File: src/rtl/piso_tx_pkg.sv
// piso_tx_pkg: shared types and helpers for the serial word path.
//   state_e        - transmit FSM state {IDLE, SHIFT}
//   DEF_DATA_WID   - default word width
//   DEF_FIFO_DEPTH - default input buffer depth
//   idx_w()        - index width for counters/pointers (never below 1 bit)
package piso_tx_pkg;

    typedef enum logic {
        IDLE  = 1'b0,
        SHIFT = 1'b1
    } state_e;

    localparam int DEF_DATA_WID   = 8;
    localparam int DEF_FIFO_DEPTH = 4;

    function automatic int idx_w(input int n);
        return (n <= 2) ? 1 : $clog2(n);
    endfunction

endpackage

File: src/rtl/sync_fifo.sv
// sync_fifo: single-clock FIFO, reusable on both ends of the serial path.
// Ports:
//   clk, rst_n          - clock, async active-low reset (empties the FIFO)
//   push_i, wdata_i     - write request/data; ignored while full
//   pop_i, rdata_o      - read request; rdata_o shows the head (show-ahead)
//   full_o, empty_o     - status from the registered count
//   count_o             - occupancy, 0..DEPTH
// DEPTH must be a power of two so the pointers wrap by plain overflow.
module sync_fifo
    import piso_tx_pkg::*;
#(
    parameter int WIDTH = 8,
    parameter int DEPTH = 4
) (
    input  logic                     clk,
    input  logic                     rst_n,
    input  logic                     push_i,
    input  logic [WIDTH-1:0]         wdata_i,
    input  logic                     pop_i,
    output logic [WIDTH-1:0]         rdata_o,
    output logic                     full_o,
    output logic                     empty_o,
    output logic [idx_w(DEPTH):0]    count_o
);

    localparam int PW = idx_w(DEPTH);

    logic [WIDTH-1:0] mem_q [DEPTH];
    logic [PW-1:0]    wr_ptr_q, rd_ptr_q;
    logic [PW:0]      cnt_q;
    logic             do_push, do_pop;

    assign full_o  = (cnt_q == (PW+1)'(DEPTH));
    assign empty_o = (cnt_q == '0);
    assign count_o = cnt_q;
    assign rdata_o = mem_q[rd_ptr_q];

    // A full FIFO refuses a push even when it pops in the same cycle.
    assign do_push = push_i && !full_o;
    assign do_pop  = pop_i && !empty_o;

    // Storage needs no reset: the count alone decides what is valid.
    always_ff @(posedge clk) begin
        if (do_push) mem_q[wr_ptr_q] <= wdata_i;
    end

    always_ff @(posedge clk or negedge rst_n) begin
        if (!rst_n) begin
            wr_ptr_q <= '0;
            rd_ptr_q <= '0;
            cnt_q    <= '0;
        end else begin
            if (do_push) wr_ptr_q <= wr_ptr_q + 1'b1;
            if (do_pop)  rd_ptr_q <= rd_ptr_q + 1'b1;
            case ({do_push, do_pop})
                2'b10:   cnt_q <= cnt_q + 1'b1;
                2'b01:   cnt_q <= cnt_q - 1'b1;
                default: cnt_q <= cnt_q;
            endcase
        end
    end

endmodule

File: src/rtl/piso_tx.sv
// piso_tx: parallel-in/serial-out transmitter.
// Words enter on a valid/ready handshake into a FIFO, then leave one bit per
// clock; consecutive words stream with no idle gap.
// Ports:
//   clk, rst_n          - clock, async active-low reset (drops word in flight)
//   DataIn, in_valid    - parallel word and its valid
//   in_ready            - FIFO not full
//   SerOut, ser_valid   - serial bit and its qualifier (registered)
//   ser_first, ser_last - first / last bit of a word (registered)
//   busy                - FIFO non-empty or shifter active
module piso_tx
    import piso_tx_pkg::*;
#(
    parameter int DATA_WID   = DEF_DATA_WID,
    parameter int FIFO_DEPTH = DEF_FIFO_DEPTH,
    parameter bit MSB_FIRST  = 1'b1
) (
    input  logic                clk,
    input  logic                rst_n,
    input  logic [DATA_WID-1:0] DataIn,
    input  logic                in_valid,
    output logic                in_ready,
    output logic                SerOut,
    output logic                ser_valid,
    output logic                ser_first,
    output logic                ser_last,
    output logic                busy
);

    localparam int          CW   = idx_w(DATA_WID);
    localparam logic [CW-1:0] LAST = CW'(DATA_WID - 1);

    state_e                state_q, state_d;
    logic [DATA_WID-1:0]   sh_q, sh_d;
    logic [CW-1:0]         cnt_q, cnt_d;
    logic                  pop;
    logic                  head_d;

    logic                  ser_out_q, ser_valid_q, ser_first_q, ser_last_q;

    logic [DATA_WID-1:0]   fifo_rdata;
    logic                  fifo_full, fifo_empty;
    logic [idx_w(FIFO_DEPTH):0] fifo_count;

    sync_fifo #(
        .WIDTH (DATA_WID),
        .DEPTH (FIFO_DEPTH)
    ) u_fifo (
        .clk     (clk),
        .rst_n   (rst_n),
        .push_i  (in_valid),
        .wdata_i (DataIn),
        .pop_i   (pop),
        .rdata_o (fifo_rdata),
        .full_o  (fifo_full),
        .empty_o (fifo_empty),
        .count_o (fifo_count)
    );

    assign in_ready = !fifo_full;
    assign busy     = (fifo_count != '0) || (state_q == SHIFT);

    always_comb begin
        state_d = state_q;
        sh_d    = sh_q;
        cnt_d   = cnt_q;
        pop     = 1'b0;
        case (state_q)
            IDLE: begin
                if (!fifo_empty) begin
                    pop     = 1'b1;
                    sh_d    = fifo_rdata;
                    cnt_d   = '0;
                    state_d = SHIFT;
                end
            end
            SHIFT: begin
                if (cnt_q == LAST) begin
                    cnt_d = '0;
                    // Reload on the last-bit edge so the next word follows
                    // with no idle cycle.
                    if (!fifo_empty) begin
                        pop  = 1'b1;
                        sh_d = fifo_rdata;
                    end else begin
                        state_d = IDLE;
                    end
                end else begin
                    cnt_d = cnt_q + 1'b1;
                    sh_d  = MSB_FIRST ? {sh_q[DATA_WID-2:0], 1'b0}
                                      : {1'b0, sh_q[DATA_WID-1:1]};
                end
            end
            default: state_d = IDLE;
        endcase
    end

    assign head_d = MSB_FIRST ? sh_d[DATA_WID-1] : sh_d[0];

    always_ff @(posedge clk or negedge rst_n) begin
        if (!rst_n) begin
            state_q <= IDLE;
            sh_q    <= '0;
            cnt_q   <= '0;
        end else begin
            state_q <= state_d;
            sh_q    <= sh_d;
            cnt_q   <= cnt_d;
        end
    end

    // Outputs are registered from next-state values so they line up with
    // the state/counter registers in the same cycle.
    always_ff @(posedge clk or negedge rst_n) begin
        if (!rst_n) begin
            ser_out_q   <= 1'b0;
            ser_valid_q <= 1'b0;
            ser_first_q <= 1'b0;
            ser_last_q  <= 1'b0;
        end else begin
            ser_out_q   <= (state_d == SHIFT) && head_d;
            ser_valid_q <= (state_d == SHIFT);
            ser_first_q <= (state_d == SHIFT) && (cnt_d == '0);
            ser_last_q  <= (state_d == SHIFT) && (cnt_d == LAST);
        end
    end

    assign SerOut    = ser_out_q;
    assign ser_valid = ser_valid_q;
    assign ser_first = ser_first_q;
    assign ser_last  = ser_last_q;

endmodule

File: config.mk
export PLATFORM = sky130hd
export DESIGN_NAME = piso_tx
export DESIGN_NICKNAME = d
export VERILOG_FILES = /design/src/rtl/piso_tx_pkg.sv /design/src/rtl/sync_fifo.sv /design/src/rtl/piso_tx.sv
export SDC_FILE = /design/constraint.sdc
export NUM_CORES = 1
export LEC_CHECK = 0
export CORE_MARGIN = 5
export CORE_UTILIZATION = 56
export CTS_BUF_LIST = sky130_fd_sc_hd__clkbuf_2 sky130_fd_sc_hd__clkbuf_4 sky130_fd_sc_hd__clkbuf_8
export DETAILED_ROUTE_END_ITERATION = 8
export PLACE_DENSITY = 0.77
export SLEW_MARGIN = 40
export SYNTH_ARGS = -nofsm -noshare
export SYNTH_HDL_FRONTEND = slang
export SYNTH_SLANG_ARGS = --single-unit
File: constraint.sdc
create_clock -name clk -period 5.1 [get_ports clk]
set_clock_uncertainty 0.1 [all_clocks]
set_input_delay 0.51 -clock clk [delete_from_list [all_inputs] [get_ports clk]]
set_output_delay 0.51 -clock clk [all_outputs]
set_load 0.03 [all_outputs]
After elaboration in Yosys (flattened, before gate mapping):

Memory sizes are Yosys's and may differ from the RTL's.
Index checks and enable logic that the tools add are counted.

* memory bits (writable): 32
* register bits: 22
* input bits: 11
* memories: 1

* reduce and logical (&&, ||, !) cells: 12
* eq/ne operators: 5
* multiplexer cells: 14
* bitwise logic cells: 1
* $add $sub $neg: 5

Memory list
* u_fifo.mem_q: depth 4, width 8, rd ports 1, clocked after memory_dff 0, wr ports 1, RTL line sync_fifo.sv:28 `logic [WIDTH-1:0] mem_q [DEPTH];`

Operators by type and width (number)
* $mux 8: 2
* $pmux 8 s2: 1
* $pmux 3 s2: 2
* $eq 3x3->1 const B: 3
* $add 3x1->3 const B: 2
* $logic_not 3->1: 2
* $mux 3: 2
* $logic_and 1x1->1: 5
* $mux 1: 5
* $add 2x1->2 const B: 2
* $pmux 1 s2: 2
* $reduce_bool 3->1: 1
* $sub 3x1->3 const B: 1
* $eq 2x1->1 const B: 1
* $eq 2x2->1 const B: 1
* $logic_not 1->1: 2
* $reduce_bool 2->1: 1
* $logic_or 1x1->1: 1
* $not 1->1: 1

Depth between registers and ports, before layout:

Gate-level depths: netlist (run 1).

* depth in word-level cells: 7
* depth in mapped cells: 10
* mapped depth without buffers: 10

By module:

From an unflattened synthesis (run 1), not the netlist that was laid out.

* cells, all modules: 134
* area, all modules: 2228.4 µm²

By module, submodules not included
* sync_fifo: instances 1, cells each 79, sequential area each 1136.1 µm², area each 1592.8 µm²
* piso_tx: instances 1, cells each 55, sequential area each 350.3 µm², area each 635.6 µm²

Least setup slack after synthesis (run 1):

Ideal clock, no wire load.

* path type: reg2reg
* start: register u_fifo.cnt_q[0] (netlist: u_fifo.count_o[0])
* end: register u_fifo.cnt_q[2] (netlist: u_fifo.count_o[2])
* stages on the path, launching flop included: 10
* path slack: 2839 ps
* data arrival time: 2081 ps
* path through: dfrtp_1 > or3b_4 > and2_4 > inv_1 > ha_1 > inv_1 > fa_1 > xor2_1 > nor2_1 > xor2_1

RTL lines
* start, declared: RTL line sync_fifo.sv:30 `logic [PW:0] cnt_q;`
* start signal, assigned: RTL line sync_fifo.sv:56 `2'b10: cnt_q <= cnt_q + 1'b1;`
* start signal, assigned: RTL line sync_fifo.sv:57 `2'b01: cnt_q <= cnt_q - 1'b1;`
* start signal, assigned: RTL line sync_fifo.sv:58 `default: cnt_q <= cnt_q;`
* $eq 3x3->1 *: RTL line sync_fifo.sv:33 `assign full_o = (cnt_q == (PW+1)'(DEPTH));`
* $logic_not 1->1 *
* named net in_ready: RTL line piso_tx.sv:22 `output logic in_ready,`
* $logic_and 1x1->1 *: RTL line sync_fifo.sv:39 `assign do_push = push_i && !full_o;`
* $eq 2x1->1 / $eq 2x2->1 (equally long branches): RTL line sync_fifo.sv:55 `case ({do_push, do_pop})`
* $pmux 3 s2 / $reduce_bool 2->1 (equally long branches)

Mark *: on every way through the listed nets, which the timed path passes. The rest lies on a longest branch.
A chain may end at the register's enable or synchronous reset.

Worst setup path in the final report (run 1):

* start: register u_fifo.cnt_q[0] (netlist: u_fifo.count_o[0])
* end: output busy

* longest elaborated chain between the ends: 2

RTL lines
* $reduce_bool 3->1: RTL line piso_tx.sv:61 `assign busy = (fifo_count != '0) || (state_q == SHIFT);`
* $logic_or 1x1->1: RTL line piso_tx.sv:61
* end, declared: RTL line piso_tx.sv:27 `output logic busy`

No other way between the ends.

==> impl_results.md, run 1 <==
- Status: finished, final reports clean
- Worst slew pin tran: 0.610 ns
- DP Area: 2400 sq um
- Synth Instances: 146
- Area Growth Syn to Fin: 12.9%
- Gates resized, CTS repair: 0
- Reg clk slew, reported paths: 0.09 ns
- Worst path arrival time: 2.06 ns
- Fin Setup TNS: 0 ns
- CP Capture Type: output port
- Max stage delay cell, worst path: clkdlybuf4s50_1
- Via count: 1163
- Largest net degree at the start of global routing: 22
- Final-report max-slew violation count: 0
- Power Total: 1410 uW
- Post-Syn Area: 2210 sq um
- Post-DRT Antenna Nets: 0
- Ant. Diodes: 0
- Most used DFF post-synth: edfxtp_1
- Final hold vios: 0
- Fillers: 274
- Drt pass-1 iters: 4
- Die area: 5300 sq um
- Fmax achieved: 375 MHz
- Post-CTS Setup Bufs: 0
- Max-cap check violation count: 0
- Synth cell types: 28
- Setup violations, final: 0
- Final period utilization: 52.3%
- Mapped Avg Cell Area: 15.1 sq um
- Hpwl dp: 2550 um
- Final WL: 3510 um
- DR WL/cell: 16.6 um
- RSZ-0062 raised after global routing: false
- Slowest Stage Delay on Critical Path: 0.63 ns
- Initial Util: 59.0%
- CP max FO: 14
- Crit-path cells: nor3_4 -> nand2b_1 -> clkdlybuf4s50_1
- Nets: 182
- CTS Sinks: 53
- DR iter-0 viols: 87
- Die X-Extent: 72.8 um
- Area occupied by multi-input gates: 677 sq um
- Buffers on Ports: 16
- Post-synthesis sequential area ratio: 67.3%
- FF+latch count, synth: 53
- Vias in the first global route: 1299
- Yosys warning count: 0
- Storage cell area: 1490 sq um
- GPL Wtd Cong: 0.827
- Die H: 72.8 um
- Async SR Flop Fraction: 39.6%
- Layout cells sized above 1: 15.2%
- Ports: 17
- Max clock buf depth: 2
- Power per cell area: 564 nW/um^2
- Vias/cell: 5.49
- Core area: 3740 sq um
- Clock Latency Late Sink: 0.31 ns
- Synth Net Count: 165
- Row count: 22
- VDD IR max: 0.290 mV
- Min Tclk post-route: 2.67 ns
- Fin area: 2490 sq um
- CP required: 4.49 ns
- CTS tree: built
- CP top delay family: simple AND/OR/NAND/NOR gates
- Leak Pwr: 0.000982 uW
- Crit Path Category: reg2out
- CTS H-tree lvls: 2
- Number of flops mapped to enable cells by yosys: 32
- Gr ovfl total: 0
- Residual DRC: 0
- Initial antenna violation count: 0
- Hold Crit Class: in2async
- Max_slew headroom: 59.2%
- Global-route wire length before repair: 6130 um
- TritonCTS Buffers: 5
- Critical path buffers and inverters: 1
- Gr usage total: 15.9%
- Startpoint types: flip-flop
- Hold buffer count at cts: 0
- Clk root buf: clkbuf_8
layer usage:
metal / GRT usage (%) / share of wire, % / vias to the layer above
met2: 26.6 / 54 / 21
met3: 5.37 / 4.6 / 2
li1: - / - / 557
met4: 4.92 / 0.85 / 0
met5: 0 / 0 / -
met1: 19.5 / 41 / 583
cells in the mapped netlist, types with 2 or more instances:
cell / n / area (sq um)
inv_1: 7 / 26.3
xnor2_1: 3 / 26.3
nor2_1: 9 / 33.8
mux2i_1: 2 / 20.0
a21oi_1: 13 / 65.1
nor2b_1: 2 / 12.5
o21ai_0: 2 / 10.0
edfxtp_1: 32 / 961
ha_1: 7 / 87.6
and3_2: 4 / 30.0
nor3b_1: 2 / 15.0
buf_2: 3 / 15.0
mux4_2: 8 / 180
dfrtp_1: 21 / 526
nand2b_1: 2 / 12.5
nand2_1: 13 / 48.8
clkbuf_1: 3 / 11.3
xor2_1: 3 / 26.3
registers in the layout (all words and copies together) (netlist names):
register / flops
ser_last: 1
u_fifo.count_o: 3
ser_first: 1
u_fifo.wr_ptr_q: 2
u_fifo.mem_q: 32
u_fifo.rd_ptr_q: 2
SerOut: 1
cnt_q: 3
ser_valid: 1
sh_q: 7
per-stage QoR:
step                      util, %  instances  setup slack (ns)  hold slack [ns]
final                        66.6        212              2.43           0.0404
after floorplan                 -        146              2.84            0.114
after CTS                    66.5        212              2.20           0.0468
after global placement       64.2        204              2.62            0.389
after global routing         66.6        212              2.25           0.0707
after detailed placement     64.1        204              2.54            0.391
layout by cell type, fill, tap and decap left out, types with 2 or more instances in the layout:
cell / count
dfrtp_1: 21
nor2b_1: 2
edfxtp_1: 32
clkbuf_8: 5
xnor2_1: 3
ha_1: 7
nor3b_1: 2
and3_2: 4
nand2b_1: 2
xor2_1: 3
nand2_1: 13
clkdlybuf4s50_1: 15
inv_1: 7
mux2i_1: 2
mux4_2: 8
o21ai_0: 2
a21oi_1: 13
nor2_1: 9
where the power goes:
part | switching [uW] | internal, uW
Sequential | 103 | 591
Combinational | 244 | 235
Clock | 136 | 97.7
Total | 483 | 924
area by class of cell:
cell class	count	share of cell area, %
Sequential cell	53	59.6
Clock inverter	3	0.853
Tap cell	48	2.41
Clock buffer	5	2.76
Multi-Input combinational cell	80	27.1
Inverter	7	1.05
Timing Repair Buffer	16	6.22
cells by family after synthesis:
group | count (synthesis) | share of synthesized area (%)
compound gates | 17 | 4.13
simple gates | 38 | 9.23
flops | 53 | 67.3
buf+inv | 13 | 2.38
xor+xnor | 6 | 2.38
mux | 11 | 9.74
fa+ha+maj | 8 | 4.87
path summary, 6_finish.rpt:
| path | startpoint | cells after the start | endpoint | slack [ns] |
|---|---|---|---|---|
| min in group clk | sh_q[6] | 2 | SerOut | 0.42 |
| hold / removal | rst_n | 1 | u_fifo.rd_ptr_q[1] | 0.04 |
| max in group asynchronous | rst_n | 1 | u_fifo.wr_ptr_q[0] | 4.53 |
| setup reg to reg | cnt_q[0] | 10 | u_fifo.count_o[2] | 2.53 |
| hold reg to reg | sh_q[6] | 2 | SerOut | 0.42 |
| setup / recovery | u_fifo.count_o[0] | 3 | busy | 2.43 |
(Power assumes the default switching activity.)
==> inputs of run 2 (changes only) <==
--- a/config.mk
+++ b/config.mk
@@ -6,10 +6,10 @@
 export NUM_CORES = 1
 export LEC_CHECK = 0
 export CORE_MARGIN = 5
-export CORE_UTILIZATION = 56
+export CORE_UTILIZATION = 54
 export CTS_BUF_LIST = sky130_fd_sc_hd__clkbuf_2 sky130_fd_sc_hd__clkbuf_4 sky130_fd_sc_hd__clkbuf_8
 export DETAILED_ROUTE_END_ITERATION = 8
-export PLACE_DENSITY = 0.77
+export PLACE_DENSITY = 0.78
 export SLEW_MARGIN = 40
 export SYNTH_ARGS = -nofsm -noshare
 export SYNTH_HDL_FRONTEND = slang
==> constraint.sdc (replaced) <==
create_clock -name clk -period 2.2 [get_ports clk]
set_clock_uncertainty 0.1 [all_clocks]
set_input_delay 0.22 -clock clk [delete_from_list [all_inputs] [get_ports clk]]
set_output_delay 0.22 -clock clk [all_outputs]
set_load 0.03 [all_outputs]
==> run 2 against run 1 <==
Net effect: cell area up 5.2%; global-route usage grew 0.36 points; flip-flop and latch count unchanged; non-clock buffer count up 10; cell count increased by 5.7%; via count grew 5.8%; critical path type is now reg2reg; critical endpoint is now u_fifo.count_o[2].
==> impl_results.md, run 2 (synthesis gave the netlist of run 1 again) <==
- Final hold vios: 0 (unchanged)
- Hold Crit Class: in2async
- Reg-to-reg critical path startpoint: u_fifo.count_o[1]
- Storage cell area: 1490 sq um (unchanged)
- Hpwl dp: 2650 um (+4.0%)
- DR WL/cell: 16.7 um (+0.62%)
- Fmax achieved: 467 MHz
- Via count: 1230 (+5.8%)
- Largest registers: u_fifo.mem_q (32), sh_q (7)
- Gr ovfl total: 0 (unchanged)
- Initial Util: 55.6% (-3.4 points)
- DR iter-0 viols: 85 (-2.3%)
- Leak Pwr: 0.00104 uW (+6.4%)
- Met3 Use GR: 5.68% (+0.30 points)
- CTS tree: built
- Flop2flop setup slack: 0.06 ns (-2.47 ns)
- Area Growth Syn to Fin: 18.7%
- CP Capture Type: flip-flop
- Final-report max-slew violation count: 0 (unchanged)
- Hold buffer count at cts: 0 (unchanged)
- Die area: 5470 sq um (+3.2%)
- TritonCTS Buffers: 5 (unchanged)
- Area occupied by multi-input gates: 678 sq um (+0.18%)
- Clock Latency Late Sink: 0.31 ns (about the same)
- Hold_ws: 0.147 ns (+0.107 ns)
- Reg2reg end: u_fifo.count_o[2]
- VDD IR max: 0.650 mV (+120%)
- Met2 Use GR: 26.7% (+0.12 points)
- Residual DRC: 0 (unchanged)
- GRT Max-Usage Layer: met2
- Reg clk slew, reported paths: 0.09 ns (about the same)
- Worst path arrival time: 2.28 ns (+0.22 ns)
- Initial antenna violation count: 0 (unchanged)
- Commonest cells after routing, fill and taps aside: 32 x edfxtp_1, 21 x dfrtp_1, 14 x clkdlybuf4s50_1, 13 x nand2_1, 13 x a21oi_1
- Power Total: 3610 uW (+160%)
- Drt pass-1 iters: 4 (unchanged)
- CTS Sinks: 53 (unchanged)
- Global-route wire length before repair: 6350 um (+3.6%)
- Post-DRT Antenna Nets: 0 (unchanged)
- Clk root buf: clkbuf_8
- Die H: 74.0 um (+1.6%)
- Ports: 17 (unchanged)
- Largest register FFs: 32 (unchanged)
- Power per cell area: 1370 nW/um^2 (+140%)
- Status: finished, final reports clean
- Gr usage total: 16.2% (+0.36 points)
- Crit Path Category: reg2reg
- Max_slew headroom: 70.2% (+11 points)
- Startpoint types: flip-flop
- Max-cap check violation count: 0 (unchanged)
- RSZ-0062 raised after global routing: true
- Vias/cell: 5.49 (about the same)
- GPL Wtd Cong: 0.784 (-5.1%)
- CP max FO: 3 (-11)
- Worst Reg-to-Reg Cells: 9 (-1)
- Commonest non-fill, non-tap cell in the layout: edfxtp_1
- Max clock buf depth: 2 (unchanged)
- CP required: 2.34 ns (-2.15 ns)
- Nets: 192 (+5.5%)
- Met1 Usage GRT: 20.1% (+0.63 points)
- Buffers on Ports: 16 (unchanged)
- Core area: 3970 sq um (+6.1%)
- Min Tclk post-route: 2.14 ns
- Reg with most FFs: u_fifo.mem_q
- Worst slew pin tran: 0.446 ns (-0.164 ns)
- Ant. Diodes: 0 (unchanged)
- Vias in the first global route: 1303 (+0.31%)
- CTS H-tree lvls: 2 (unchanged)
- Final period utilization: 97.4%
- Row count: 23 (+4.5%)
- Setup violations, final: 0 (unchanged)
- Layout cells sized above 1: 21.8% (+6.6 points)
- Fillers: 275 (+0.36%)
- Die X-Extent: 74.0 um (+1.6%)
- Final WL: 3740 um (+6.3%)
- Largest net degree at the start of global routing: 22 (unchanged)
[run 2: final cells by class]
class	count	share of cell area [%]
Clock buffer	5	2.62
Clock inverter	3	2.48
Inverter	7	1.00
Multi-Input combinational cell	80	25.8
Sequential cell	53	56.7
Tap cell	50	2.38
Timing Repair Buffer	26	9.01
[run 2: metal layers]
| layer | vias to the layer above | part of all wire (%) |
|---|---|---|
| li1 | 576 | - |
| met1 | 619 | 40 |
| met2 | 30 | 52 |
| met3 | 5 | 6.2 |
| met4 | 0 | 1.2 |
| met5 | - | 0 |
[run 2: per-stage QoR]
| step | instance area, sq um | setup slack [ns] | setup TNS, ns | instances | util [%] |
|---|---|---|---|---|---|
| floorplan | 2210 | 0.00542 | 0 | 146 | - |
| global placement | 2480 | 0.0837 | 0 | 215 | 62.4 |
| detailed placement | 2480 | 0.0139 | 0 | 215 | 62.4 |
| CTS | 2620 | 0.0166 | 0 | 224 | 65.9 |
| global route | 2620 | -0.0640 | -0.0640 | 224 | 66.1 |
| finish | 2620 | 0.0581 | 0 | 224 | 66.1 |
[run 2: how the worst max path moves through the flow]
stage,cells after the start,endpoint,startpoint
floorplan,9,u_fifo.count_o[2],u_fifo.count_o[0]
global placement,9,u_fifo.count_o[2],u_fifo.count_o[1]
detailed placement,9,u_fifo.count_o[2],u_fifo.count_o[1]
CTS,4,busy,u_fifo.count_o[0]
global route,9,u_fifo.count_o[2],u_fifo.count_o[1]
finish,9,u_fifo.count_o[2],u_fifo.count_o[1]
[run 2: critical path: stages (launching register included)]
cell	delay [ns]
dfrtp_1	0.40
or3b_4	0.40
and2_4	0.16
inv_1	0.05
ha_2	0.17
inv_1	0.05
fa_2	0.33
xor2_1	0.14
nor2_1	0.11
xor2_1	0.15
[run 2: what timing repair did]
| item | 4_1_cts | 5_1_grt |
|---|---|---|
| gates resized for setup | 1 | 2 |
| endpoints found under the setup margin | 2 | 2 |
| pin swaps | 0 | 2 |
| setup buffers | 1 | 0 |
| hold endpoints to repair | 0 | 0 |
[run 2: report_power, final]
| group | switching (uW) | internal (uW) | leakage (uW) | total, uW |
|---|---|---|---|---|
| registers | 159 | 1370 | 0.000547 | 1530 |
| logic | 673 | 631 | 0.000430 | 1300 |
| clock network | 319 | 452 | 0.0000681 | 771 |
==> edit, RTL diff (config.mk and constraints of run 2) <==
Reset style: synchronous (`rst_n`), changed in 3 clocked blocks. Comments in the files are not updated.
--- a/src/rtl/sync_fifo.sv
+++ b/src/rtl/sync_fifo.sv
@@ -45,5 +45,5 @@
     end
 
-    always_ff @(posedge clk or negedge rst_n) begin
+    always_ff @(posedge clk) begin
         if (!rst_n) begin
             wr_ptr_q <= '0;
--- a/src/rtl/piso_tx.sv
+++ b/src/rtl/piso_tx.sv
@@ -98,5 +98,5 @@
     assign head_d = MSB_FIRST ? sh_d[DATA_WID-1] : sh_d[0];
 
-    always_ff @(posedge clk or negedge rst_n) begin
+    always_ff @(posedge clk) begin
         if (!rst_n) begin
             state_q <= IDLE;
@@ -112,5 +112,5 @@
     // Outputs are registered from next-state values so they line up with
     // the state/counter registers in the same cycle.
-    always_ff @(posedge clk or negedge rst_n) begin
+    always_ff @(posedge clk) begin
         if (!rst_n) begin
             ser_out_q   <= 1'b0;
Behaviour: differs if rst_n is asserted again (counterexample within 4 cycles, from zero or initial values and one cycle with rst_n low); with rst_n held inactive, the same outputs for 10 cycles.
==> edit against run 2 <==
The flow now finishes with violations (negative setup slack); final area is 0.24% higher; area after synthesis fell by 0.23%; worst setup slack lost 0.11 ns; sequential share of layout area fell by 2.4 points; sequential cell count grew 2; global-route usage up 0.80 points; critical endpoint is now u_fifo.count_o[2]; routed wire length increased by 9.0%; final cell count increased by 6.3%; non-clock buffer count up 1; total power fell by 10%.
==> edit: results (changes against run 2) <==
* End of the critical path: u_fifo.count_o[2]
* Setup TNS at -0.0478 ns (-0.0478 ns)
* Wire length on met1 at 1680 um (+11%)
* Crit path DAT at 2.38 ns (+0.10 ns)
* Non-clock buffers at 27 (+3.8%)
* Logic pwr share at 0.384 (+0.022)
* Cell count after synthesis at 163 (+12%)
* Worst VDD drop at 0.613 mV (-5.6%)
* CTS resizes at 4 (+3)
* Pin count of the biggest net entering global routing at 20 (-9.1%)
* Post-CTS setup buffers at 4 (+3)
* Global routing met2 resource utilization at 0.305 (+0.0384)
* Top cell type's share of synthesized area at 0.436 (+0.000987)
* DR WL met2 at 2220 um (+14%)
* Lkg Pwr at 0.000945 uW (-9.5%)
* Slew headroom at 0.614 (-0.0885)
* Status: finished, violations left
* Synth top cells by count: edfxtp_1 (32), dfxtp_1 (23), a21oi_1 (19), nand2_1 (9)
* Min-delay worst type: flip-flop to flip-flop
* Synth unique cells at 29 (+3.6%)
* Post-synthesis sequential area ratio at 0.645 (-0.0280)
* Post-route worst setup slack at -0.0478 ns (-0.106 ns)
* Hpwl dp at 2900 um (+9.1%)
* Initial drt markers at 120 (+41%)
* Routing usage on met3 at 0.0410 (-0.0157)
* Number of global-route vias before repair at 1447 (+11%)
* #FFs+latches synth at 55 (+3.8%)
* Failing checks: negative setup slack
* Asr flop ratio synth at 0 (-0.396)
* Setup violations, final at 1 (+1)
* Final net count at 206 (+7.3%)
* Share of layout cells above drive strength 1 at 0.234 (+0.0157)
* Multi-input comb cells at 92 (+15%)
* Syn Nets at 182 (+10%)
* DP Cell Count at 226 (+5.1%)
[edit: changes by cell type after synthesis, sizes merged, moves of 3 or more]
| cell | change |
|---|---|
| o21ai | +6 |
| buf | +3 |
| a21oi | +7 |
| dfrtp | -21 |
| dfxtp | +23 |
| nand2 | -4 |
| xnor2 | -3 |
| nand3 | +3 |
[edit: metrics by stage]
stage / setup slack (ns) / cell area (um2) / hold slack (ns) / total power, uW
after floorplan: 0.00182 / 2220 / 0.219 / 2220
after global placement: 0.117 / 2440 / 0.358 / 2480
after detailed placement: -0.101 / 2440 / 0.375 / 2580
after CTS: -0.0143 / 2580 / 0.389 / 3190
after global routing: -0.131 / 2630 / 0.427 / 3420
final: -0.0478 / 2630 / 0.389 / 3230
[edit: tightest hold or removal path, stage by stage (launching register included)]
cell and delay [ns]:
dfxtp_1 0.33, nand2_1 0.06, a21oi_1 0.06
